[src/rtl/def.sv]
// Memory access-mode encodings shared by the caches, data_mem and the port arbiter.
package def_pkg;

  localparam logic [2:0] DATA_ADDR_MODE_B  = 3'b000;
  localparam logic [2:0] DATA_ADDR_MODE_H  = 3'b001;
  localparam logic [2:0] DATA_ADDR_MODE_W  = 3'b010;
  localparam logic [2:0] DATA_ADDR_MODE_BU = 3'b100;
  localparam logic [2:0] DATA_ADDR_MODE_HU = 3'b101;

endpackage

[src/rtl/mem_port_arbiter_pkg.sv]
// Types shared by the main-memory port arbiter and its round-robin picker.
package mem_arb_pkg;

  localparam int ARB_ADDR_W = 32;
  localparam int ARB_DATA_W = 32;

  typedef enum logic [1:0] {IDLE, WAIT, RESP} arb_state_t;

  typedef enum logic {GRANT_I, GRANT_D} grant_t;

  typedef struct packed {
    logic                  we;
    logic [2:0]            addr_mode;
    logic [ARB_ADDR_W-1:0] addr;
    logic [ARB_DATA_W-1:0] wdata;
  } mem_req_t;

endpackage

[src/rtl/mem_port_arbiter_if.sv]
// Requester, memory and status signals of the shared memory port, bundled for the arbiter.
interface mem_port_arbiter_if #(
  parameter int ADDR_WIDTH = 32,
  parameter int DATA_WIDTH = 32
);
  logic                  i_req;
  logic [ADDR_WIDTH-1:0] i_addr;
  logic [DATA_WIDTH-1:0] i_rdata;
  logic                  i_ack;

  logic                  d_req;
  logic                  d_we;
  logic [2:0]            d_addr_mode;
  logic [ADDR_WIDTH-1:0] d_addr;
  logic [DATA_WIDTH-1:0] d_wdata;
  logic [DATA_WIDTH-1:0] d_rdata;
  logic                  d_ack;

  logic                  mem_req;
  logic                  mem_we;
  logic [2:0]            mem_addr_mode;
  logic [ADDR_WIDTH-1:0] mem_addr;
  logic [DATA_WIDTH-1:0] mem_wdata;
  logic [DATA_WIDTH-1:0] mem_rdata;
  logic                  mem_ack;

  logic                  err;
  logic                  busy;

  modport master (
    input  i_req, i_addr, d_req, d_we, d_addr_mode, d_addr, d_wdata, mem_rdata, mem_ack,
    output i_rdata, i_ack, d_rdata, d_ack, mem_req, mem_we, mem_addr_mode, mem_addr,
           mem_wdata, err, busy
  );

  modport slave (
    output i_req, i_addr, d_req, d_we, d_addr_mode, d_addr, d_wdata, mem_rdata, mem_ack,
    input  i_rdata, i_ack, d_rdata, d_ack, mem_req, mem_we, mem_addr_mode, mem_addr,
           mem_wdata, err, busy
  );
endinterface

[src/rtl/mem_port_arbiter_rr_arb2.sv]
// Combinational two-way round-robin pick: on contention the requester not granted last wins.
module rr_arb2
  import mem_arb_pkg::*;
(
  input  logic [1:0] req,
  input  grant_t     last_grant,
  output logic       grant_valid,
  output grant_t     grant_id
);

  always_comb begin
    grant_valid = |req;
    grant_id    = GRANT_I;
    if (req[0] && req[1]) begin
      grant_id = (last_grant == GRANT_I) ? GRANT_D : GRANT_I;
    end else if (req[1]) begin
      grant_id = GRANT_D;
    end
  end

endmodule

[src/rtl/mem_port_arbiter.sv]
// Shares the main-memory port between I-side refills and D-side refills/write-throughs,
// holding each grant until mem_ack or a watchdog timeout.
module mem_port_arbiter
  import def_pkg::*;
  import mem_arb_pkg::*;
#(
  parameter int ADDR_WIDTH     = ARB_ADDR_W,
  parameter int DATA_WIDTH     = ARB_DATA_W,
  parameter int TIMEOUT_CYCLES = 64
) (
  input  logic               clk,
  input  logic               rst,
  mem_port_arbiter_if.master bus
);

  localparam logic [7:0] TIMEOUT_LAST = 8'(TIMEOUT_CYCLES - 1);

  arb_state_t            state_q, state_d;
  grant_t                last_grant_q, last_grant_d;
  logic [7:0]            cnt_q, cnt_d;
  logic                  mem_req_q, mem_req_d;
  logic                  mem_we_q, mem_we_d;
  logic [2:0]            mem_addr_mode_q, mem_addr_mode_d;
  logic [ADDR_WIDTH-1:0] mem_addr_q, mem_addr_d;
  logic [DATA_WIDTH-1:0] mem_wdata_q, mem_wdata_d;
  logic [DATA_WIDTH-1:0] i_rdata_q, i_rdata_d;
  logic [DATA_WIDTH-1:0] d_rdata_q, d_rdata_d;
  logic                  i_ack_q, i_ack_d;
  logic                  d_ack_q, d_ack_d;
  logic                  err_q, err_d;
  logic                  busy_q, busy_d;

  mem_req_t i_fields, d_fields, sel_fields;
  logic     grant_valid;
  grant_t   grant_id;

  rr_arb2 u_rr_arb2 (
    .req        ({bus.d_req, bus.i_req}),
    .last_grant (last_grant_q),
    .grant_valid(grant_valid),
    .grant_id   (grant_id)
  );

  // last_grant_q doubles as the owner of the transaction in flight
  always_comb begin
    i_fields   = '{we: 1'b0, addr_mode: DATA_ADDR_MODE_W, addr: bus.i_addr, wdata: '0};
    d_fields   = '{we: bus.d_we, addr_mode: bus.d_addr_mode, addr: bus.d_addr,
                   wdata: bus.d_wdata};
    sel_fields = (grant_id == GRANT_I) ? i_fields : d_fields;

    state_d         = state_q;
    last_grant_d    = last_grant_q;
    cnt_d           = cnt_q;
    mem_req_d       = mem_req_q;
    mem_we_d        = mem_we_q;
    mem_addr_mode_d = mem_addr_mode_q;
    mem_addr_d      = mem_addr_q;
    mem_wdata_d     = mem_wdata_q;
    i_rdata_d       = i_rdata_q;
    d_rdata_d       = d_rdata_q;
    i_ack_d         = 1'b0;
    d_ack_d         = 1'b0;
    err_d           = 1'b0;

    case (state_q)
      IDLE: begin
        if (grant_valid) begin
          mem_req_d       = 1'b1;
          mem_we_d        = sel_fields.we;
          mem_addr_mode_d = sel_fields.addr_mode;
          mem_addr_d      = sel_fields.addr;
          mem_wdata_d     = sel_fields.wdata;
          last_grant_d    = grant_id;
          cnt_d           = 8'd0;
          state_d         = WAIT;
        end
      end
      WAIT: begin
        cnt_d = cnt_q + 8'd1;
        // mem_ack wins over a simultaneous watchdog expiry
        if (bus.mem_ack || (cnt_q == TIMEOUT_LAST)) begin
          mem_req_d = 1'b0;
          err_d     = !bus.mem_ack;
          state_d   = RESP;
          if (last_grant_q == GRANT_I) begin
            i_ack_d = 1'b1;
            if (!mem_we_q) i_rdata_d = bus.mem_ack ? bus.mem_rdata : '0;
          end else begin
            d_ack_d = 1'b1;
            if (!mem_we_q) d_rdata_d = bus.mem_ack ? bus.mem_rdata : '0;
          end
        end
      end
      RESP:    state_d = IDLE;
      default: state_d = IDLE;
    endcase

    busy_d = (state_d != IDLE);
  end

  always_ff @(posedge clk) begin
    if (rst) begin
      state_q         <= IDLE;
      last_grant_q    <= GRANT_D;
      cnt_q           <= 8'd0;
      mem_req_q       <= 1'b0;
      mem_we_q        <= 1'b0;
      mem_addr_mode_q <= DATA_ADDR_MODE_W;
      mem_addr_q      <= '0;
      mem_wdata_q     <= '0;
      i_rdata_q       <= '0;
      d_rdata_q       <= '0;
      i_ack_q         <= 1'b0;
      d_ack_q         <= 1'b0;
      err_q           <= 1'b0;
      busy_q          <= 1'b0;
    end else begin
      state_q         <= state_d;
      last_grant_q    <= last_grant_d;
      cnt_q           <= cnt_d;
      mem_req_q       <= mem_req_d;
      mem_we_q        <= mem_we_d;
      mem_addr_mode_q <= mem_addr_mode_d;
      mem_addr_q      <= mem_addr_d;
      mem_wdata_q     <= mem_wdata_d;
      i_rdata_q       <= i_rdata_d;
      d_rdata_q       <= d_rdata_d;
      i_ack_q         <= i_ack_d;
      d_ack_q         <= d_ack_d;
      err_q           <= err_d;
      busy_q          <= busy_d;
    end
  end

  assign bus.mem_req       = mem_req_q;
  assign bus.mem_we        = mem_we_q;
  assign bus.mem_addr_mode = mem_addr_mode_q;
  assign bus.mem_addr      = mem_addr_q;
  assign bus.mem_wdata     = mem_wdata_q;
  assign bus.i_rdata       = i_rdata_q;
  assign bus.d_rdata       = d_rdata_q;
  assign bus.i_ack         = i_ack_q;
  assign bus.d_ack         = d_ack_q;
  assign bus.err           = err_q;
  assign bus.busy          = busy_q;

endmodule

[src/flat_wrapper.sv]
// flat-port wrapper written by rule: the top's interface ports become plain ports
module mem_port_arbiter_flat import def_pkg::*; import mem_arb_pkg::*;
#(
  parameter int ADDR_WIDTH     = ARB_ADDR_W,
  parameter int DATA_WIDTH     = ARB_DATA_W,
  parameter int TIMEOUT_CYCLES = 64
)
  (clk, rst, bus_i_req, bus_i_addr, bus_d_req, bus_d_we, bus_d_addr_mode, bus_d_addr, bus_d_wdata, bus_mem_rdata, bus_mem_ack, bus_i_rdata, bus_i_ack, bus_d_rdata, bus_d_ack, bus_mem_req, bus_mem_we, bus_mem_addr_mode, bus_mem_addr, bus_mem_wdata, bus_err, bus_busy);
  mem_port_arbiter_if #(.ADDR_WIDTH(ADDR_WIDTH), .DATA_WIDTH(DATA_WIDTH)) bus_i ();
  input  logic clk;
  input  logic rst;
  input wire logic [$bits(bus_i.i_req)-1:0] bus_i_req;
  input wire logic [$bits(bus_i.i_addr)-1:0] bus_i_addr;
  input wire logic [$bits(bus_i.d_req)-1:0] bus_d_req;
  input wire logic [$bits(bus_i.d_we)-1:0] bus_d_we;
  input wire logic [$bits(bus_i.d_addr_mode)-1:0] bus_d_addr_mode;
  input wire logic [$bits(bus_i.d_addr)-1:0] bus_d_addr;
  input wire logic [$bits(bus_i.d_wdata)-1:0] bus_d_wdata;
  input wire logic [$bits(bus_i.mem_rdata)-1:0] bus_mem_rdata;
  input wire logic [$bits(bus_i.mem_ack)-1:0] bus_mem_ack;
  output wire logic [$bits(bus_i.i_rdata)-1:0] bus_i_rdata;
  output wire logic [$bits(bus_i.i_ack)-1:0] bus_i_ack;
  output wire logic [$bits(bus_i.d_rdata)-1:0] bus_d_rdata;
  output wire logic [$bits(bus_i.d_ack)-1:0] bus_d_ack;
  output wire logic [$bits(bus_i.mem_req)-1:0] bus_mem_req;
  output wire logic [$bits(bus_i.mem_we)-1:0] bus_mem_we;
  output wire logic [$bits(bus_i.mem_addr_mode)-1:0] bus_mem_addr_mode;
  output wire logic [$bits(bus_i.mem_addr)-1:0] bus_mem_addr;
  output wire logic [$bits(bus_i.mem_wdata)-1:0] bus_mem_wdata;
  output wire logic [$bits(bus_i.err)-1:0] bus_err;
  output wire logic [$bits(bus_i.busy)-1:0] bus_busy;
  assign bus_i.i_req = bus_i_req;
  assign bus_i.i_addr = bus_i_addr;
  assign bus_i.d_req = bus_d_req;
  assign bus_i.d_we = bus_d_we;
  assign bus_i.d_addr_mode = bus_d_addr_mode;
  assign bus_i.d_addr = bus_d_addr;
  assign bus_i.d_wdata = bus_d_wdata;
  assign bus_i.mem_rdata = bus_mem_rdata;
  assign bus_i.mem_ack = bus_mem_ack;
  assign bus_i_rdata = bus_i.i_rdata;
  assign bus_i_ack = bus_i.i_ack;
  assign bus_d_rdata = bus_i.d_rdata;
  assign bus_d_ack = bus_i.d_ack;
  assign bus_mem_req = bus_i.mem_req;
  assign bus_mem_we = bus_i.mem_we;
  assign bus_mem_addr_mode = bus_i.mem_addr_mode;
  assign bus_mem_addr = bus_i.mem_addr;
  assign bus_mem_wdata = bus_i.mem_wdata;
  assign bus_err = bus_i.err;
  assign bus_busy = bus_i.busy;
  mem_port_arbiter #(.ADDR_WIDTH(ADDR_WIDTH), .DATA_WIDTH(DATA_WIDTH), .TIMEOUT_CYCLES(TIMEOUT_CYCLES)) u_core (.clk(clk), .rst(rst), .bus(bus_i));
endmodule
[config.mk]
export PLATFORM = sky130hd
export DESIGN_NAME = mem_port_arbiter_flat
export DESIGN_NICKNAME = d
export VERILOG_FILES = /design/src/rtl/def.sv /design/src/rtl/mem_port_arbiter_pkg.sv /design/src/rtl/mem_port_arbiter_if.sv /design/src/rtl/mem_port_arbiter_rr_arb2.sv /design/src/rtl/mem_port_arbiter.sv /design/src/flat_wrapper.sv
export SDC_FILE = /design/constraint.sdc
export NUM_CORES = 1
export LEC_CHECK = 0
export ABC_AREA = 0
export ABC_CLOCK_PERIOD_IN_PS = 4000
export CAP_MARGIN = 20
export CORE_MARGIN = 4
export CORE_UTILIZATION = 41
export CTS_BUF_LIST = sky130_fd_sc_hd__clkbuf_4 sky130_fd_sc_hd__clkbuf_8
export DETAILED_ROUTE_END_ITERATION = 7
export PLACE_DENSITY = 0.86
export SLEW_MARGIN = 30
export SYNTH_ARGS = -nofsm -noshare
export SYNTH_HDL_FRONTEND = slang
export SYNTH_SLANG_ARGS = --single-unit
[constraint.sdc]
create_clock -name clk -period 4 [get_ports clk]
set_input_delay 0.6 -clock clk [delete_from_list [all_inputs] [get_ports clk]]
set_output_delay 0.6 -clock clk [all_outputs]
set_load 0.01 [all_outputs]
---- After elaboration in Yosys (flattened, before gate mapping) ----
Index checks and enable logic that the tools add are counted.
W data, S select, Z words.
storage, ports and cells
  register bits after elaboration ......... 148
  input port bits ......................... 137
  output and inout port bits .............. 137
  logic and storage cells ................. 50
cells by class
  add/sub/neg operators ................... 1
  equality and inequality tests ........... 4
  muxes and demuxes ....................... 14
  bitwise operators ....................... 4
  reductions and logical operators ........ 13
operators with widths
  kind                   number
  $mux W68               1
  $mux W32               1
  $pmux W8 S2            1
  $add A8 B1 Y8 const B  1
  $eq A8 B6 Y1 const B   1
  $mux W8                1
  $reduce_and A4 Y1      2
  $mux W1                6
  $mux W2                2
  $ne A2 B1 Y1 const B   2
  $not A1 Y1             4
  $pmux W2 S2            1
  $reduce_and A2 Y1      2
  $reduce_bool A2 Y1     2
  $reduce_and A3 Y1      1
  $reduce_or A3 Y1       1
  $eq A2 B1 Y1 const B   1
  $logic_not A2 Y1       1
  $pmux W1 S2            1
  $reduce_or A2 Y1       1
  $logic_and A1 B1 Y1    1
  $logic_not A1 Y1       1
  $logic_or A1 B1 Y1     1

---- Longest topological paths before layout ----
Gate-level depths: netlist of the first run.
  depth in word-level cells ............... 5
  gate-level depth with buffers ........... 6
  mapped depth without buffers ............ 4

---- By module ----
A second synthesis of the first run with hierarchy kept.
unflattened totals
  cell total of the unflattened synthesis .. 768
  area, all modules ....................... 6855.3 um^2
by module, submodules not included
  module            times used  cells each  area an instance (um^2)  sequential area each (um^2)
  mem_port_arbiter  1           766         6841.6                   2962.8
  rr_arb2           1           2           13.8                     0.0

---- Least setup slack after synthesis of the first run ----
OpenSTA, ideal clock, no wires.
  path type ............................... input to register
  from .................................... in rst
  to ...................................... reg u_core.d_rdata_q[0], in the netlist u_core.bus.d_rdata[0]
  library setup time ...................... 0.132 ns
  arrival time ............................ 1.459 ns
  data required time ...................... 3.868 ns
  setup slack ............................. 2.408 ns
  stages on the path ...................... 4
  buffers on the path ..................... 3
  path through ............................ clkbuf_1 > clkbuf_1 > clkbuf_1 > a21oi_1
RTL lines
  item                    line                     source
  start: declaration      flat_wrapper.sv:11       input logic rst;
  end signal: assignment  mem_port_arbiter.sv:127  d_rdata_q <= d_rdata_d;
  end: declaration        mem_port_arbiter.sv:27   logic [DATA_WIDTH-1:0] d_rdata_q, d_rdata_d;
No word-level cell between the ends.

---- Worst setup path after layout of the first run ----
  from .................................... reg u_core.state_q[1]
  to ...................................... reg u_core.mem_addr_q[18], in the netlist u_core.bus.mem_addr[18]
between the ends
  longest elaborated chain between the ends .. 2
ends and longest elaborated chain
  item                                line                     source
  start: declaration                  mem_port_arbiter.sv:18   arb_state_t state_q, state_d;
  start signal: assignment            mem_port_arbiter.sv:118  state_q <= state_d;
  $logic_not A2 Y1                    mem_port_arbiter.sv:65   case (state_q)
  $reduce_and A2 Y1 (no source line)  --
  end signal: assignment              mem_port_arbiter.sv:124  mem_addr_q <= mem_addr_d;
  end: declaration                    mem_port_arbiter.sv:24   logic [ADDR_WIDTH-1:0] mem_addr_q, mem_addr_d;
No other way between the ends.
A chain may end at the register's enable or synchronous reset.

==> reports/metrics.yaml, run 1 <==
run_status:
  status: "complete, no violations"
clocking:
  ctsResizeCount: 0
  root_buffer: "clkbuf_8"
  cts_sinks: 148
  htree_levels: 4
  cts_hold_buf: 0
  cts_tree: "done"
  clk-insertion-delay-late_ns: 0.43
  post_cts_buffers: 0
  path_clk_slew_ns: 0.08
  cts_made_buffers: 17
  clockBufferDepth: 2
timing:
  min_period_ns: 2.20
  whs_ns: 0.475
  slew_headroom: 0.443
  post-route-period-util: 0.551
  skew_ns: 0.0108
  fin_tns_setup_ns: 0
  finalMaxSlewViolations: 0
  fin_ws_ns: 1.80
  rsz0062_at_grt: "false"
  fmax_mhz: 454
  finalHoldViolCount: 0
  setup_viol: 0
  tightest_slew_ns: 0.835
grt:
  grt_pass1_wl_mm: 33.1
  antenna_found_initial: 0
  grt_max_degree: 83
  overflow: 0
  first_global_vias: 6519
  grt_usage: 0.223
drt:
  drt_first_pass_iters: 5
  vias: 6933
  wl_per_cell_um: 17.8
  drc: 0
  drt-initial-drc-count: 416
  postRouteAntennaNets: 0
  drt_wl_total_mm: 21.7
  vias_per_cell: 5.68
setup_path:
  critPathCaptureType: "register"
  worst_ep_required_time_ns: 4.33
  cp.arrival_ns: 2.53
  path_class: "reg -> reg"
  crit_path_start_kind: "register"
  critPathMaxFanout: 39
die:
  initial_core_util: 0.419
  rows: 46
  core_mm2: 0.0159
  pin_count: 274
  fp.dieH_um: 136
  die_width_um: 136
  die_area_mm2: 0.0184
synthesis:
  synth.area.top_cells: "dfxtp_1 44%, a21oi_1 9.2%, o211ai_1 7.3%"
  async_reset_ff_frac: 0
  synth_seq_cells: 148
  ys.flop_type: "dfxtp_1"
  synth_area_mm2: 0.00669
  synth_fp_nets: 916
  syn_avg_cell_area_um2: 8.60
  synth_top_area_frac: 0.443
  synth-edff-count: 0
  ys_types: 45
  yosysTopAreaCell: "dfxtp_1"
  yosys_warnings: 0
  synth-seq-area-share: 0.443
  synth_cells: 778
placed_design:
  finalWeightedCongestion: 0.774
  place_ws_ns: 1.42
  io_buffer_count: 273
  hpwl_mm: 14.3
  dp.cells: 1189
pwr:
  p_leak_nw: 3.26
  peakVddDrop_v: 0.000195
  total_power_mw: 3.68
  powerDensity_mw_per_mm2: 372
run:
  drv_cap: 0
finish:
  multiInputGateArea_mm2: 0.00336
  regArea_mm2: 0.00296
  fill_cells: 1387
  drive_gt1_frac: 0.0558
  antenna_cells: 0
  fin_cells: 1220
  final_nets: 1131
  area_growth_pct: 47.8
hold_path:
  hp-class: "reg -> reg"
-- cell usage after synthesis, types with 3 or more instances --
library cell,n
dfxtp_1,148
a21oi_1,123
nand2_1,99
o211ai_1,65
clkbuf_1,50
mux2i_1,47
o21ai_1,37
a311oi_1,35
nand4_1,35
and2_1,31
buf_2,28
a31oi_1,17
nand3_1,6
nor2_1,6
buf_1,5
nor3_1,5
buf_4,3
buf_6,3
nand2b_1,3
-- metal layers --
layer	GRT usage	vias to the layer above	routed length [um]	share of wire
li1	-	3306	-	-
met1	0.273	3323	8840	0.41
met2	0.378	283	10600	0.49
met3	0.0698	21	1990	0.092
met4	0.0661	0	289	0.013
met5	0	-	0	0
-- state kept, by name, indices dropped and copies added, names as in the netlist --
register,flops
u_core.bus.d_rdata,32
u_core.bus.i_rdata,32
u_core.bus.mem_addr,32
u_core.bus.mem_wdata,32
u_core.cnt_q,8
u_core.bus.mem_addr_mode,3
u_core.state_q,2
u_core.bus.busy,1
u_core.bus.d_ack,1
u_core.bus.err,1
u_core.bus.i_ack,1
u_core.bus.mem_req,1
u_core.bus.mem_we,1
u_core.last_grant_q,1
-- per-stage QoR --
| stage | instance area [um^2] | utilization |
|---|---|---|
| after global placement | 9440 | 0.592 |
| after CTS | 9860 | 0.619 |
| after detailed placement | 9440 | 0.592 |
| after floorplan | 6690 | - |
| after global routing | 9880 | 0.620 |
| final | 9880 | 0.620 |
-- placed cells by master, fill, tap and decap left out, types with 17 or more instances in the layout --
master,netlist,layout
a21oi_1,123,123
a311oi_1,35,35
a31oi_1,17,17
and2_1,31,31
clkbuf_8,0,18
clkdlybuf4s50_1,0,272
dfxtp_1,148,148
mux2i_1,47,47
nand2_1,99,99
nand4_1,35,35
o211ai_1,65,65
o21ai_1,37,37
-- layout make-up --
class,instances,area share
well taps,216,0.0273
clock buffers,20,0.0266
flip-flops and latches,148,0.300
inverters,3,0.00139
clock inverters,10,0.0160
multi-input cells,538,0.340
repair buffers,285,0.289
-- power breakdown --
group	leakage [nW]	switching, mW	internal (mW)
Combinational	1.84	0.372	0.409
Sequential	1.21	0.0690	1.57
Clock	0.219	0.554	0.702
Total	3.26	0.995	2.68
-- path summary, 6_finish.rpt --
| kind | slack [ns] | endpoint | cells after the start | startpoint |
|---|---|---|---|---|
| min | 0.48 | u_core.bus.mem_addr_mode[0]$_SDFFE_PP0P_ | 2 | u_core.bus.mem_addr_mode[0]$_SDFFE_PP0P_ |
| max | 1.80 | u_core.bus.mem_addr[18]$_SDFFE_PP0P_ | 4 | u_core.state_q[1]$_SDFF_PP0_ |
| max reg2reg | 1.80 | u_core.bus.mem_addr[18]$_SDFFE_PP0P_ | 4 | u_core.state_q[1]$_SDFF_PP0_ |
| min reg2reg | 0.48 | u_core.bus.mem_addr_mode[0]$_SDFFE_PP0P_ | 2 | u_core.bus.mem_addr_mode[0]$_SDFFE_PP0P_ |
-- critical path, stage by stage (launching register included) --
cell and delay [ns]:
dfxtp_1 0.63, or2_2 0.75, nor2_2 0.11, buf_4 0.28, a311oi_1 0.29
-- logic make-up (layout without fill, tap and decap cells) --
kind of cell    Yosys count  after routing  share of synthesized area
compound gates          286            286                      0.265
fa+ha+maj                 1              1                    0.00187
buf+inv                  92            318                     0.0619
flops                   148            148                      0.443
mux                      49             49                     0.0737
simple gates            202            202                      0.154
(Power assumes the default switching activity.)
==> inputs of run 2 (changes only) <==
- ABC_CLOCK_PERIOD_IN_PS: 4000 -> 2150
- clock period: 4 -> 2.15 ns (I/O delays scaled with it)
==> run 2 against run 1 <==
Compared with the run above: total power is 86% higher; setup slack worse by 1.5 ns; combinational power up 93%; sequential power is 86% higher; critical path depth is 3 lower; largest power group unchanged.
==> reports/metrics.yaml, run 2 (same netlist as run 1, synthesis figures left out) <==
pwr:
  p_leak_nw: 3.32  # was 3.26 nW
  p_clk_frac: 0.333  # was 0.341
  p_comb_frac: 0.221  # was 0.212
  p_int_mw: 4.91  # was 2.68 mW
  powerDensity_mw_per_mm2: 680  # was 372 mW/mm^2
  netSwitchingPower_mw: 1.92  # was 995 uW
  total_power_mw: 6.83  # was 3.68 mW
  p_sw_frac: 0.281  # was 0.271
  p_seq_frac: 0.446  # about the same
  peakVddDrop_v: 0.000433  # was 0.000195 V
timing:
  min_period_ns: 1.87
  fin_ws_ns: 0.283  # was 1.80 ns
  fmax_mhz: 535
  whs_ns: 0.369  # was 0.475 ns
  skew_ns: 0.0158  # was 0.0108 ns
  setup_viol: 0  # unchanged
  slew_headroom: 0.573  # was 0.443
  finalMaxSlewViolations: 0  # unchanged
  rsz0062_at_grt: "false"  # unchanged
  finalHoldViolCount: 0  # unchanged
  tightest_slew_ns: 0.640  # was 0.835 ns
  fin_tns_setup_ns: 0  # unchanged
  post-route-period-util: 0.869
drt:
  wl_per_cell_um: 17.8  # about the same
  postRouteAntennaNets: 0  # unchanged
  drt_first_pass_iters: 5  # unchanged
  drt_wl_total_mm: 22.0  # was 21.7 mm
  drt-initial-drc-count: 498  # was 416
  vias: 6940  # was 6933
  drc: 0  # unchanged
  vias_per_cell: 5.63  # was 5.68
setup_path:
  critPathCaptureType: "primary output"  # was register
  crit_path_start_kind: "register"  # unchanged
  crit_family: "buffers and inverters"  # was simple AND/OR/NAND/NOR gates
  critPathMaxStageDelay_ns: 0.63  # was 0.75 ns
  r2r_slack_ns: 0.47  # was 1.80 ns
  crit_buf_inv: 1  # unchanged
  worst_ep_required_time_ns: 1.83  # was 4.33 ns
  cp.arrival_ns: 1.54  # was 2.53 ns
  critPathSlowestCell: "clkdlybuf4s50_1"  # was or2_2
  critPathMaxFanout: 6  # was 39
  cp_cell_sequence: "clkdlybuf4s50_1"  # was or2_2 > nor2_2 > buf_4 > a311oi_1
  path_class: "reg -> out"  # was reg -> reg
die:
  pin_count: 274  # unchanged
  die_width_um: 136  # unchanged
  core_mm2: 0.0159  # unchanged
  die_area_mm2: 0.0184  # unchanged
  fp.dieH_um: 136  # unchanged
  rows: 46  # unchanged
  initial_core_util: 0.419  # unchanged
grt:
  first_global_vias: 6621  # was 6519
  grt_pass1_wl_mm: 34.4  # was 33.1 mm
  antenna_found_initial: 0  # unchanged
  overflow: 0  # unchanged
  grt_max_degree: 73  # was 83
  grt_usage: 0.231  # was 0.223
clocking:
  post_cts_buffers: 0  # unchanged
  clockBufferDepth: 2  # unchanged
  htree_levels: 4  # unchanged
  clk-insertion-delay-late_ns: 0.46  # was 0.43 ns
  cts_tree: "done"  # unchanged
  root_buffer: "clkbuf_8"  # unchanged
  cts_made_buffers: 17  # unchanged
  cts_sinks: 148  # unchanged
  ctsResizeCount: 0  # unchanged
  path_clk_slew_ns: 0.08  # about the same
  cts_hold_buf: 0  # unchanged
placed_design:
  finalWeightedCongestion: 0.796  # was 0.774
  place_area_mm2: 0.00963  # was 0.00944 mm^2
  hpwl_mm: 14.6  # was 14.3 mm
  io_buffer_count: 273  # unchanged
  place_ws_ns: 0.217  # was 1.42 ns
run:
  drv_cap: 0  # unchanged
finish:
  final_nets: 1142  # was 1131
  area_growth_pct: 50.1  # was 47.8%
  antenna_cells: 0  # unchanged
  stdcell_area_mm2: 0.0100  # was 0.00988 mm^2
  regArea_mm2: 0.00296  # unchanged
  fill_cells: 1350  # was 1387
  mostFrequentLayoutCell: "clkdlybuf4s50_1"  # unchanged
  layout_common_cells: "272 x clkdlybuf4s50_1, 148 x dfxtp_1, 123 x a21oi_1, 99 x nand2_1, 65 x o211ai_1"  # unchanged
  drive_gt1_frac: 0.0669  # was 0.0558
  multiInputGateArea_mm2: 0.00335  # was 0.00336 mm^2
run_status:
  status: "complete, no violations"  # unchanged
hold_path:
  hp-class: "in -> reg"  # was reg -> reg
==> run 2: final cells by class <==
type                    instances  area share
well taps                     216      0.0269
multi-input cells             538       0.334
inverters                       3     0.00112
clock buffers                  19      0.0254
flip-flops and latches        148       0.295
clock inverters                12      0.0157
repair buffers                296       0.302
==> run 2: power by group through the flow <==
stage / registers, mW / clock network (mW) / logic, mW
5_1_grt: 3.07 / 2.44 / 1.62
6_report: 3.05 / 2.27 / 1.51
4_1_cts: 3.05 / 2.32 / 1.52
3_5_place_dp: 3.11 / 0 / 1.51
3_3_place_gp: 3.10 / 0 / 1.49
2_1_floorplan: 3.17 / 0 / 0.631
==> run 2: final timing paths <==
check | to | cells past startpoint | from
hold reg to reg | u_core.bus.mem_wdata[21]$_SDFFE_PP0P_ | 2 | u_core.bus.mem_wdata[21]$_SDFFE_PP0P_
hold / removal | u_core.cnt_q[1]$_SDFFE_PP0P_ | 2 | rst
setup reg to reg | u_core.bus.i_rdata[16]$_SDFFE_PP0P_ | 3 | u_core.state_q[0]$_SDFF_PP0_
setup / recovery | bus_mem_we | 1 | u_core.bus.mem_we$_SDFFE_PP0P_
==> run 2: stage by stage <==
stage,cells,utilization
finish,1232,0.630
global route,1232,0.630
CTS,1232,0.630
detailed placement,1201,0.604
global placement,1201,0.604
floorplan,778,-
==> run 2: per-layer routing <==
layer / GRT usage / routed length (um)
met5: 0 / 0
met4: 0.0722 / 413
met3: 0.0791 / 2080
met2: 0.381 / 10600
met1: 0.283 / 8860
==> inputs of run 3 (changes only) <==
- CORE_UTILIZATION: 41 -> 40
- PLACE_DENSITY: 0.86 -> 0.84
==> run 3 against run 2 <==
Compared with the run above: count of clock-buffer cells in the layout is 1 lower; non-clock buffer count is 2 lower; setup slack better by 0.019 ns; core utilization is 2.0 points lower; die area is 2.3% higher; clock power hardly changed; sequential power hardly changed; via count is 0.43% lower; clock skew is 0.0059 ns lower; maximum frequency is 1.0% higher; critical endpoint unchanged.
==> reports/metrics.yaml, run 3 (same netlist as run 1, synthesis figures left out) <==
clocking:
  cts_hold_buf: 0  # unchanged
  ctsResizeCount: 0  # unchanged
  cts_made_buffers: 17  # unchanged
  cts_tree: "done"  # unchanged
  root_buffer: "clkbuf_8"  # unchanged
  post_cts_buffers: 0  # unchanged
  clockBufferDepth: 2  # unchanged
  path_clk_slew_ns: 0.08  # about the same
  cts_sinks: 148  # unchanged
  clk-insertion-delay-late_ns: 0.44  # was 0.46 ns
  htree_levels: 4  # unchanged
setup_path:
  critPathMaxStageDelay_ns: 0.62  # was 0.63 ns
  critPathSlowestCell: "clkdlybuf4s50_1"  # unchanged
  crit_family: "buffers and inverters"  # unchanged
  crit_buf_inv: 1  # unchanged
  cp_cell_sequence: "clkdlybuf4s50_1"  # unchanged
  worst_ep_required_time_ns: 1.83  # about the same
  critPathCaptureType: "primary output"  # unchanged
  cp.arrival_ns: 1.53  # was 1.54 ns
  worstSetupStartpoint: "u_core.bus.mem_we$_SDFFE_PP0P_"  # unchanged
  path_class: "reg -> out"  # unchanged
  crit_path_start_kind: "register"  # unchanged
  reg2reg_from: "u_core.state_q[1]$_SDFF_PP0_"  # was u_core.state_q[0]$_SDFF_PP0_
  critPathMaxFanout: 6  # unchanged
finish:
  drive_gt1_frac: 0.0632  # was 0.0669
  multiInputGateArea_mm2: 0.00335  # unchanged
  mostFrequentLayoutCell: "clkdlybuf4s50_1"  # unchanged
  area_growth_pct: 50.1  # about the same
  final_util: 0.610  # was 0.630
  layout_common_cells: "272 x clkdlybuf4s50_1, 148 x dfxtp_1, 123 x a21oi_1, 99 x nand2_1, 65 x o211ai_1"  # unchanged
  antenna_cells: 0  # unchanged
  regArea_mm2: 0.00296  # unchanged
  final_nets: 1140  # was 1142
  fill_cells: 1408  # was 1350
drt:
  wl_met1_mm: 8.69  # was 8.86 mm
  wl_met2_mm: 10.4  # was 10.6 mm
  wl_per_cell_um: 17.4  # was 17.8 um
  drt_first_pass_iters: 5  # unchanged
  drt_wl_total_mm: 21.4  # was 22.0 mm
  vias: 6910  # was 6940
  dr.max_layer_used: "met4"  # unchanged
  drt-initial-drc-count: 531  # was 498
  drc: 0  # unchanged
  postRouteAntennaNets: 0  # unchanged
  routed-wl-met3_mm: 1.99  # was 2.08 mm
  vias_per_cell: 5.61  # was 5.63
grt:
  grt_max_degree: 69  # was 73
  antenna_found_initial: 0  # unchanged
  grt_usage: 0.217  # was 0.231
  overflow: 0  # unchanged
  grt_pass1_wl_mm: 33.1  # was 34.4 mm
  first_global_vias: 6627  # was 6621
run:
  drv_cap: 0  # unchanged
hold_path:
  holdCritStartpoint: "rst"  # unchanged
  hp-class: "in -> reg"  # unchanged
pwr:
  peakVddDrop_v: 0.000372  # was 0.000433 V
  p_leak_nw: 3.33  # was 3.32 nW
  total_power_mw: 6.83  # about the same
  powerDensity_mw_per_mm2: 680  # about the same
timing:
  tightest_slew_ns: 0.600  # was 0.640 ns
  rsz0062_at_grt: "false"  # unchanged
  fin_ws_ns: 0.302  # was 0.283 ns
  fmax_mhz: 541  # was 535 MHz
  min_period_ns: 1.85  # was 1.87 ns
  fin_tns_setup_ns: 0  # unchanged
  skew_ns: 0.00987  # was 0.0158 ns
  post-route-period-util: 0.860  # was 0.869
  setup_viol: 0  # unchanged
  finalMaxSlewViolations: 0  # unchanged
  whs_ns: 0.380  # was 0.369 ns
  slew_headroom: 0.600  # was 0.573
  finalHoldViolCount: 0  # unchanged
die:
  fp.dieH_um: 137  # was 136 um
  rows: 47  # was 46
  pin_count: 274  # unchanged
  die_width_um: 137  # was 136 um
  core_mm2: 0.0165  # was 0.0159 mm^2
  die_area_mm2: 0.0189  # was 0.0184 mm^2
  initial_core_util: 0.406  # was 0.419
placed_design:
  place_ws_ns: 0.152  # was 0.217 ns
  hpwl_mm: 14.2  # was 14.6 mm
  io_buffer_count: 273  # unchanged
  finalWeightedCongestion: 0.779  # was 0.796
run_status:
  status: "complete, no violations"  # unchanged
run 3: worst paths after layout:
path / depth (start not counted) / slack (ns) / end
worst max-delay path: 1 / 0.30 / bus_mem_we
worst min-delay path: 2 / 0.38 / u_core.cnt_q[1]$_SDFFE_PP0P_
worst max register to register: 4 / 0.41 / u_core.bus.mem_addr_mode[0]$_SDFFE_PP0P_
worst min register to register: 2 / 0.48 / u_core.bus.mem_wdata[26]$_SDFFE_PP0P_
run 3: stage by stage:
step,instances,area [um^2]
finish,1232,10000
global route,1232,10000
CTS,1232,10000
detailed placement,1203,9630
global placement,1203,9630
floorplan,778,6690
run 3: area by class of cell:
cell class / count / area share
Clock buffer: 18 / 0.0247
Clock inverter: 11 / 0.0161
Inverter: 3 / 0.00112
Multi-Input combinational cell: 538 / 0.334
Sequential cell: 148 / 0.295
Tap cell: 220 / 0.0274
Timing Repair Buffer: 294 / 0.301
run 3: routing by layer:
layer  up-vias  track usage
met2       264        0.371
li1       3328            -
met4         0       0.0698
met5         -            0
met3        29       0.0709
met1      3289        0.259
run 3: power by group:
group	leakage [nW]	switching (mW)	internal (mW)
Combinational	1.91	0.696	0.797
Clock	0.210	1.01	1.27
Sequential	1.21	0.129	2.92
Total	3.33	1.84	4.99
